**config.mk**
```make
export PLATFORM = sky130hd
export DESIGN_NAME = xsr_rx_flat
export DESIGN_NICKNAME = d
export VERILOG_FILES = /design/src/rtl/xsr_rx_if.sv /design/src/rtl/xsr_rx.sv /design/src/flat_wrapper.sv
export SDC_FILE = /design/constraint.sdc
export NUM_CORES = 1
export LEC_CHECK = 0
export CAP_MARGIN = 20
export CELL_PAD_IN_SITES_DETAIL_PLACEMENT = 1
export CELL_PAD_IN_SITES_GLOBAL_PLACEMENT = 1
export CORE_ASPECT_RATIO = 2
export CORE_MARGIN = 1.5
export CORE_UTILIZATION = 49
export CTS_CLUSTER_SIZE = 20
export DETAILED_ROUTE_END_ITERATION = 7
export PLACE_DENSITY_LB_ADDON = 0.1
export SYNTH_ARGS = -nofsm -noshare
export SYNTH_HDL_FRONTEND = slang
export SYNTH_SLANG_ARGS = --single-unit
```
**constraint.sdc**
```tcl
create_clock -name clk_i -period 4.83 [get_ports clk_i]
set_input_delay 0.966 -clock clk_i [delete_from_list [all_inputs] [get_ports clk_i]]
set_output_delay 0.966 -clock clk_i [all_outputs]
set_load 0.02 [all_outputs]
```
**src/rtl/xsr_rx_if.sv**
```systemverilog
// Host-side pop port of the serial receiver: head frame, framing error and valid/ready handshake.
interface xsr_rx_if #(
  parameter int SR_WIDTH = 64
) ();
  logic [SR_WIDTH-1:0] dat_o;
  logic                ferr_o;
  logic                valid_o;
  logic                ready_i;

  modport master (output dat_o, output ferr_o, output valid_o, input ready_i);
  modport slave  (input dat_o, input ferr_o, input valid_o, output ready_i);
endinterface

```
**src/rtl/xsr_rx.sv**
```systemverilog
// Serial receive shifter with internal-divisor or external-bit-clock sampling,
// programmable frame length and a small receive FIFO with overrun reporting.
//
// state   | meaning
// --------+-------------------------------------------------------------
// S_IDLE  | waiting for a start bit (falling rxd, or rxc edge with rxd=0)
// S_START | half-bit delay before confirming the start bit (internal mode)
// S_DATA  | sampling the remaining frame bits
// S_DONE  | one cycle: push the assembled frame, reload the shifter
module xsr_rx #(
  parameter int SR_WIDTH   = 64,
  parameter int BITS_W     = 6,
  parameter int BAUD_W     = 64,
  parameter int FIFO_DEPTH = 4
) (
  input  logic              clk_i,
  input  logic              reset_ni,
  input  logic [BITS_W-1:0] bits_i,
  input  logic [BAUD_W-1:0] baud_i,
  input  logic              ext_i,
  input  logic              rxd_i,
  input  logic              rxc_i,
  xsr_rx_if.master          pop,
  output logic              overrun_o,
  input  logic              ovr_clr_i,
  output logic              idle_o,
  output logic              sample_to
);

  localparam int NW = $clog2(SR_WIDTH + 1);
  localparam int AW = $clog2(FIFO_DEPTH);

  typedef enum logic [1:0] {S_IDLE, S_START, S_DATA, S_DONE} state_t;

  state_t              state, state_d;
  logic [SR_WIDTH-1:0] sr, sr_d;
  logic [BAUD_W-1:0]   cnt, cnt_d;
  logic [BAUD_W-1:0]   baud_r, baud_d;
  logic [NW-1:0]       bit_cnt, bit_cnt_d;
  logic [NW-1:0]       nbits, nbits_d;
  logic [NW-1:0]       n_eff;
  logic                ext_r, ext_d;
  logic                sample, push, tick;

  logic rxd_m, rxd_s, rxd_q;
  logic rxc_m, rxc_s, rxc_q;
  logic rxd_fall, rxc_rise;

  // Two-flop synchronisers plus one extra stage for edge detection
  always_ff @(posedge clk_i or negedge reset_ni) begin
    if (!reset_ni) begin
      rxd_m <= 1'b1;
      rxd_s <= 1'b1;
      rxd_q <= 1'b1;
      rxc_m <= 1'b0;
      rxc_s <= 1'b0;
      rxc_q <= 1'b0;
    end else begin
      rxd_m <= rxd_i;
      rxd_s <= rxd_m;
      rxd_q <= rxd_s;
      rxc_m <= rxc_i;
      rxc_s <= rxc_m;
      rxc_q <= rxc_s;
    end
  end

  assign rxd_fall = rxd_q & ~rxd_s;
  assign rxc_rise = rxc_s & ~rxc_q;

  always_comb begin
    n_eff = '0;
    if (int'(bits_i) < 2)
      n_eff = NW'(2);
    else if (int'(bits_i) > SR_WIDTH)
      n_eff = NW'(SR_WIDTH);
    else
      n_eff = NW'(bits_i);
  end

  always_comb begin
    state_d   = state;
    sr_d      = sr;
    cnt_d     = cnt;
    baud_d    = baud_r;
    bit_cnt_d = bit_cnt;
    nbits_d   = nbits;
    ext_d     = ext_r;
    sample    = 1'b0;
    push      = 1'b0;
    tick      = 1'b0;
    case (state)
      S_IDLE: begin
        ext_d = ext_i;
        if (ext_i) begin
          if (rxc_rise) begin
            sample = 1'b1;
            if (!rxd_s) begin
              sr_d      = {1'b0, sr[SR_WIDTH-1:1]};
              bit_cnt_d = NW'(1);
              nbits_d   = n_eff;
              state_d   = S_DATA;
            end
          end
        end else if (rxd_fall) begin
          cnt_d   = baud_i >> 1;
          baud_d  = baud_i;
          nbits_d = n_eff;
          state_d = S_START;
        end
      end
      S_START: begin
        if (ext_i != ext_r) begin
          sr_d    = '1;
          state_d = S_IDLE;
        end else if (cnt == '0) begin
          sample = 1'b1;
          if (rxd_s) begin
            state_d = S_IDLE;
          end else begin
            sr_d      = {1'b0, sr[SR_WIDTH-1:1]};
            bit_cnt_d = NW'(1);
            cnt_d     = baud_r;
            state_d   = S_DATA;
          end
        end else begin
          cnt_d = cnt - BAUD_W'(1);
        end
      end
      S_DATA: begin
        tick = ext_r ? rxc_rise : (cnt == '0);
        if (ext_i != ext_r) begin
          sr_d    = '1;
          state_d = S_IDLE;
        end else if (tick) begin
          sample    = 1'b1;
          sr_d      = {rxd_s, sr[SR_WIDTH-1:1]};
          bit_cnt_d = bit_cnt + NW'(1);
          cnt_d     = baud_r;
          if (bit_cnt + NW'(1) == nbits)
            state_d = S_DONE;
        end else if (!ext_r) begin
          cnt_d = cnt - BAUD_W'(1);
        end
      end
      S_DONE: begin
        push    = 1'b1;
        sr_d    = '1;
        state_d = S_IDLE;
      end
      default: begin
        sr_d    = '1;
        state_d = S_IDLE;
      end
    endcase
  end

  always_ff @(posedge clk_i or negedge reset_ni) begin
    if (!reset_ni) begin
      state     <= S_IDLE;
      sr        <= '1;
      cnt       <= '0;
      baud_r    <= '0;
      bit_cnt   <= '0;
      nbits     <= NW'(2);
      ext_r     <= 1'b0;
      sample_to <= 1'b0;
    end else begin
      state     <= state_d;
      sr        <= sr_d;
      cnt       <= cnt_d;
      baud_r    <= baud_d;
      bit_cnt   <= bit_cnt_d;
      nbits     <= nbits_d;
      ext_r     <= ext_d;
      sample_to <= sample;
    end
  end

  assign idle_o = (state == S_IDLE);

  // Receive FIFO; a full FIFO still accepts a push when the head is popped in the same cycle
  logic [SR_WIDTH-1:0] mem_dat  [FIFO_DEPTH];
  logic                mem_ferr [FIFO_DEPTH];
  logic [AW-1:0]       wr_ptr, rd_ptr;
  logic [AW:0]         count;
  logic                full, do_pop, do_push, drop;
  logic [SR_WIDTH-1:0] word;

  assign word    = sr >> (SR_WIDTH - int'(nbits));
  assign full    = (count == (AW+1)'(FIFO_DEPTH));
  assign do_pop  = pop.valid_o & pop.ready_i;
  assign do_push = push & (~full | do_pop);
  assign drop    = push & full & ~do_pop;

  always_ff @(posedge clk_i or negedge reset_ni) begin
    if (!reset_ni) begin
      wr_ptr    <= '0;
      rd_ptr    <= '0;
      count     <= '0;
      overrun_o <= 1'b0;
    end else begin
      if (do_pop)
        rd_ptr <= rd_ptr + AW'(1);
      if (do_push)
        wr_ptr <= wr_ptr + AW'(1);
      if (do_push && !do_pop)
        count <= count + (AW+1)'(1);
      else if (do_pop && !do_push)
        count <= count - (AW+1)'(1);
      if (drop)
        overrun_o <= 1'b1;
      else if (ovr_clr_i)
        overrun_o <= 1'b0;
    end
  end

  always_ff @(posedge clk_i) begin
    if (do_push) begin
      mem_dat[wr_ptr]  <= word;
      mem_ferr[wr_ptr] <= ~sr[SR_WIDTH-1];
    end
  end

  assign pop.valid_o = (count != '0);
  assign pop.dat_o   = pop.valid_o ? mem_dat[rd_ptr] : '0;
  assign pop.ferr_o  = pop.valid_o ? mem_ferr[rd_ptr] : 1'b0;

endmodule

```
**src/flat_wrapper.sv**
```systemverilog
// flat-port wrapper written by rule: the top's interface ports become plain ports
module xsr_rx_flat 
#(
  parameter int SR_WIDTH   = 64,
  parameter int BITS_W     = 6,
  parameter int BAUD_W     = 64,
  parameter int FIFO_DEPTH = 4
)
  (clk_i, reset_ni, bits_i, baud_i, ext_i, rxd_i, rxc_i, overrun_o, ovr_clr_i, idle_o, sample_to, pop_dat_o, pop_ferr_o, pop_valid_o, pop_ready_i);
  xsr_rx_if #(.SR_WIDTH(SR_WIDTH)) pop_i ();
  input  logic clk_i;
  input  logic reset_ni;
  input  logic [BITS_W-1:0] bits_i;
  input  logic [BAUD_W-1:0] baud_i;
  input  logic ext_i;
  input  logic rxd_i;
  input  logic rxc_i;
  output logic overrun_o;
  input  logic ovr_clr_i;
  output logic idle_o;
  output logic sample_to;
  output wire logic [$bits(pop_i.dat_o)-1:0] pop_dat_o;
  output wire logic [$bits(pop_i.ferr_o)-1:0] pop_ferr_o;
  output wire logic [$bits(pop_i.valid_o)-1:0] pop_valid_o;
  input wire logic [$bits(pop_i.ready_i)-1:0] pop_ready_i;
  assign pop_dat_o = pop_i.dat_o;
  assign pop_ferr_o = pop_i.ferr_o;
  assign pop_valid_o = pop_i.valid_o;
  assign pop_i.ready_i = pop_ready_i;
  xsr_rx #(.SR_WIDTH(SR_WIDTH), .BITS_W(BITS_W), .BAUD_W(BAUD_W), .FIFO_DEPTH(FIFO_DEPTH)) u_core (.clk_i(clk_i), .reset_ni(reset_ni), .bits_i(bits_i), .baud_i(baud_i), .ext_i(ext_i), .rxd_i(rxd_i), .rxc_i(rxc_i), .pop(pop_i), .overrun_o(overrun_o), .ovr_clr_i(ovr_clr_i), .idle_o(idle_o), .sample_to(sample_to));
endmodule
```
After elaboration in Yosys (flattened, before gate mapping)

Memory sizes are Yosys's and may differ from the RTL's.
Index checks and enable logic that the tools add are counted.

Flip-flop bits (word level): 224
Latch bits: 0
RAM bits: 260
Memory bits (read-only): 0
Input bits: 77
Output and inout port bits: 69
Word-level logic and storage cells: 141
Memories kept: 2

$add $sub $neg: 7
Multipliers: 0
Divide/modulo/power cells: 0
Order comparisons: 1
Equal/unequal tests: 24
Shift operators: 1
Multiplexer cells: 58
Bitwise logic cells: 13
Reductions and logical operators: 17

Memory list:

| memory          | depth | bits a word | rd ports | clocked after Yosys merged registers in | write ports | RTL line      | text |
|---|---|---|---|---|---|---|---|
| u_core.mem_dat  | 4     | 64          | 1        | 0                                       | 1           | xsr_rx.sv:183 | `logic [SR_WIDTH-1:0] mem_dat [FIFO_DEPTH];` |
| u_core.mem_ferr | 4     | 1           | 1        | 0                                       | 1           | xsr_rx.sv:184 | `logic mem_ferr [FIFO_DEPTH];` |

Operator list:

| cell                                                        | count |
|---|---|
| 2-to-1 mux 64 bit                                           | 16 |
| case mux 64 bit (4 select lines)                            | 1 |
| case mux 64 bit (3 select lines)                            | 1 |
| 2-to-1 mux 7 bit                                            | 11 |
| logical NOT 64 bit                                          | 1 |
| >> shifter 64 x 32 -> 64 bit                                | 1 |
| subtractor 64 x 1 -> 64 bit (second input constant)         | 1 |
| case mux 7 bit (3 select lines)                             | 1 |
| 2-to-1 mux 2 bit                                            | 10 |
| AND reduction 7 bit                                         | 2 |
| 2-to-1 mux 1 bit                                            | 13 |
| != test 2 x 1 -> 1 bit (second input constant)              | 5 |
| != test 2 bit (second input constant)                       | 5 |
| != test 3 x 1 -> 1 bit (second input constant)              | 3 |
| != test 3 bit (second input constant)                       | 3 |
| case mux 2 bit (4 select lines)                             | 1 |
| AND reduction 4 bit                                         | 2 |
| subtractor 7 x 7 -> 8 bit (first input constant)            | 1 |
| adder 7 x 1 -> 7 bit (second input constant)                | 1 |
| equality test 7 bit                                         | 1 |
| bitwise AND 1 bit                                           | 6 |
| less-than comparator 6 x 2 -> 1 bit (second input constant) | 1 |
| 2-to-1 mux 3 bit                                            | 2 |
| 2-to-1 mux 6 bit                                            | 1 |
| 18 further kinds                                            | 31 |

Longest topological paths before layout

Depth in word-level cells: 8
Gate-level depth with buffers: 15
Gate-level depth less buffers: 9

Least setup slack after synthesis

No wires, ideal clock.

Path kind: flip-flop to flip-flop
Start: register u_core.nbits[0]
End: memory u_core.mem_dat[0][4], data pin
Library setup time: 0.288 ns
Data arrival time: 3.805 ns
Required time: 4.542 ns
Setup slack: 0.737 ns
Stages on the path, launching flop included: 15
Path buffers: 7
Clock period less this slack: 4.093 ns
Path through: dfrtp_1 clkbuf_1 clkbuf_1 buf_2 inv_1 ha_1 buf_2 buf_2 clkbuf_1 buf_1 mux4_2 a211oi_1 a21oi_1 a21oi_1 o22ai_1

Cells in the longest elaborated chain, start to end: 2

RTL lines:

| element                      | RTL line      | text |
|---|---|---|
| start: declaration           | xsr_rx.sv:40  | `logic [NW-1:0] nbits, nbits_d;` |
| start signal: assignment     | xsr_rx.sv:174 | `nbits <= nbits_d;` |
| subtractor 7 x 7 -> 8 bit    | xsr_rx.sv:190 | `assign word = sr >> (SR_WIDTH - int'(nbits));` |
| >> shifter 64 x 32 -> 64 bit | xsr_rx.sv:190 |  |
| named net u_core.word[4]     | xsr_rx.sv:188 | `logic [SR_WIDTH-1:0] word;` |
| end: declaration             | xsr_rx.sv:183 |  |

The timed path passes the listed nets, and every way through them passes these cells.

Final worst setup path

Start: register u_core.nbits[0]
End: memory u_core.mem_dat[3][2], data pin

The elaborated chain is that of the path after synthesis.

==> results.yml <==
timing:
  fin_crit_sh_pct: 86.4
  hold_slack_ns: 0.315
  tns_ns: 0
  setup_viol: 0
  grt_setup_unrepaired: "no"
  tightest_slew_ns: 1.07
  slew_violations: 0
  hold_viol: 0
  clock_skew_ns: 0.0116
  fin_crit_ns: 4.17
  fmax_mhz: 240
  relSlewSlack_pct: 28.8
routing:
  drc: 0
  ant_nets: 0
  post_drt_wl_per_cell_um: 25.4
  wirelength_um: 75200
  via_count: 18873
  drt-vias-per-instance: 6.37
  drt_pass1_iterations: 5
  drt-initial-drc-count: 947
clock_network:
  hold_buffers: 0
  htreeDepth: 2
  cts_resized: 0
  clock_path_buffers: 3
  insertion_delay_ns: 0.56
  post-cts-setup-buffers: 0
  clk_pin_slew_ns: 0.07
  numCtsBuffers: 43
  cts_sinks: 483
  cts_tree: "built"
  root_buffer: "clkbuf_16"
synth:
  synthCells: 2213
  syn_nets: 2303
  netlist_area_um2: 25600
  synth_cell_type_count: 69
  ys.flop_type: "edfxtp_1"
  synth-async-reset-ratio_pct: 46.2
  yosysSeqAreaShare_pct: 52.7
  ys_warn_count: 0
  avgSynthCellArea_um2: 11.5
  synth_edf_count: 260
  ys_seq_elements: 483
outcome:
  outcome: "finished clean"
critical_path:
  worstPathMaxFanout: 39
  r2r_slack_ns: 0.66
  critPathLaunchType: "flip-flop"
  cp.required_ns: 5.07
  critical_path.endpoint_type: "flip-flop"
  r2r-start: "u_core.nbits[0]$_DFFE_PN0P_"
  crit_slowest_cell: "dfrtp_4"
  cp_cell_sequence: "inv_1, ha_4, mux4_2, a21o_1, o21ai_0, nor2_1, a21oi_1, o22ai_1"
  ff2ff_path_depth: 8
  worstSetupPathType: "flip-flop to flip-flop"
  cp.arrival_ns: 4.41
  timing.rr.end: "u_core.mem_dat[3][2]$_DFFE_PP_"
  critPathMaxStageDelay_ns: 0.69
die:
  ios: 146
  core_um2: 51700
  rows: 118
  die_x_um: 164
  start_util_pct: 49.5
  dieArea_um2: 53600
  die_h_um: 326
finish:
  n_fill_cell: 5294
  diodes: 0
  layout.nets: 2360
  area_growth_pct: 14.2
  drive_above_1_share_pct: 18.0
grt:
  overflow: 0
  grt_pass1_vias: 20392
  grt_first_pass_wirelength_um: 118000
  grt_max_degree: 105
  antenna_found_initial: 0
  grt_use_total_pct: 28.8
run:
  cap_violations: 0
place:
  io_buffers: 145
  hpwl_um: 53100
  place_congestion: 0.947
min_path:
  hp-class: "input port to async pin"
-- cells by family (layout without fill, tap and decap cells) --
| group | Yosys count | after routing | share of synthesized area [%] |
|---|---|---|---|
| AND/OR/NAND/NOR | 649 | 649 | 12.1 |
| AO/OA/AOI/OAI | 574 | 574 | 14.0 |
| flip-flops | 483 | 483 | 52.7 |
| multiplexers | 231 | 231 | 15.3 |
| buffers and inverters | 204 | 294 | 3.12 |
| XOR/XNOR | 59 | 59 | 2.02 |
| adder cells (fa/ha/maj) | 13 | 13 | 0.666 |
-- registers in the layout, indices dropped and copies added (netlist names), 2 cells and up --
name             flops
u_core.rd_ptr        2
u_core.count         3
u_core.state         2
u_core.mem_ferr      4
u_core.bit_cnt       7
u_core.wr_ptr        2
u_core.sr           64
u_core.nbits         6
u_core.cnt          64
u_core.mem_dat     256
u_core.baud_r       64
-- cells in the mapped netlist, types with 5 or more instances --
cell type | number | area share [%]
edfxtp_1 | 260 | 31
a21oi_1 | 123 | 2.4
o31ai_1 | 11 | 0.32
nand3_1 | 32 | 0.63
nor4_1 | 23 | 0.56
dfrtp_1 | 155 | 15
and3_1 | 13 | 0.32
dfstp_2 | 68 | 7.0
nand4_1 | 6 | 0.15
buf_2 | 26 | 0.51
mux2i_1 | 39 | 1.5
inv_1 | 20 | 0.29
o21ai_1 | 6 | 0.12
nand2b_1 | 6 | 0.15
nor2b_1 | 7 | 0.17
nand2_1 | 255 | 3.7
buf_1 | 16 | 0.23
xor2_1 | 33 | 1.1
a211oi_1 | 12 | 0.35
a31o_2 | 5 | 0.17
a22oi_1 | 7 | 0.21
a31oi_1 | 15 | 0.37
xnor2_1 | 26 | 0.89
nor3_1 | 46 | 0.90
a221oi_1 | 47 | 1.6
mux2_2 | 70 | 3.1
clkbuf_1 | 142 | 2.1
or3_1 | 21 | 0.51
o22ai_1 | 36 | 0.88
a21o_1 | 9 | 0.26
and2_1 | 75 | 1.8
or4_1 | 9 | 0.26
o21ai_0 | 209 | 4.1
a22o_1 | 65 | 2.2
ha_1 | 12 | 0.59
nor4_2 | 5 | 0.24
nor2_1 | 131 | 1.9
mux4_2 | 121 | 11
-- metal layers --
metal	wire [um]	GRT usage (%)	vias to the layer above
met3	2200	2.27	192
met1	26800	31.2	9714
met5	0	0	-
met2	41900	54.6	508
li1	-	-	8459
met4	4380	15.2	0
-- per-stage QoR --
| step | std cells | setup slack (ns) | area (um^2) | utilization (%) |
|---|---|---|---|---|
| 4_1_cts | 2963 | 0.749 | 29200 | 56.5 |
| 6_report | 2963 | 0.656 | 29200 | 56.5 |
| 5_1_grt | 2963 | 0.466 | 29200 | 56.5 |
| 3_5_place_dp | 2885 | 0.515 | 27800 | 53.8 |
| 2_1_floorplan | 2213 | 0.737 | 25600 | - |
| 3_3_place_gp | 2885 | 0.682 | 27800 | 53.8 |
-- worst max path at each step --
stage | endpoint | slack, ns | depth (start not counted) | start
3_3_place_gp | u_core.cnt[57]$_DFFE_PN0P_ | 0.68 | 9 | ext_i
3_5_place_dp | u_core.cnt[57]$_DFFE_PN0P_ | 0.52 | 9 | ext_i
6_report | u_core.mem_dat[3][2]$_DFFE_PP_ | 0.66 | 8 | u_core.nbits[0]$_DFFE_PN0P_
2_1_floorplan | u_core.mem_dat[0][4]$_DFFE_PP_ | 0.74 | 14 | u_core.nbits[0]$_DFFE_PN0P_
5_1_grt | u_core.mem_dat[2][2]$_DFFE_PP_ | 0.47 | 8 | u_core.nbits[0]$_DFFE_PN0P_
4_1_cts | u_core.mem_dat[0][29]$_DFFE_PP_ | 0.75 | 8 | u_core.nbits[0]$_DFFE_PN0P_
-- final cells by class --
cell class	instances	area [um^2]	share of cell area, %
clock inverter	20	174	0.596
multi-input combinational	1526	11500	39.3
clock buffer	58	1190	4.09
tap	660	826	2.83
timing repair buffer	196	1960	6.73
inverter	20	75.1	0.257
sequential	483	13500	46.2
-- placed cells by master (no fill, tap or decap), types with 10 or more instances in the layout --
cell	instances
mux2i_1	39
a211oi_1	12
mux4_2	121
a31oi_1	15
o31ai_1	11
inv_1	20
clkbuf_1	10
and3_1	13
buf_12	10
clkbuf_16	44
nor3_1	46
buf_4	41
a21oi_1	122
nand2_1	255
dfstp_2	68
o22ai_1	36
xnor2_1	23
edfxtp_1	260
dfrtp_1	152
clkdlybuf4s50_1	144
nand3_1	32
nor4_1	23
a22o_1	65
nor2_1	129
and2_1	71
a221oi_1	47
xor2_1	30
o21ai_0	209
or3_1	20
mux2_2	70
-- critical path, delay by kind of cell, from the launching register on --
| kind | cells | cell delay, ns |
|---|---|---|
| mux | 1 | 0.61 |
| compound gates | 4 | 1.48 |
| buf+inv | 1 | 0.25 |
| flops | 1 | 0.69 |
| simple gates | 1 | 0.08 |
| fa+ha+maj | 1 | 0.69 |
Power is not shown: default switching activity piles up to over one toggle a cycle in this logic, so the estimate is an artifact.
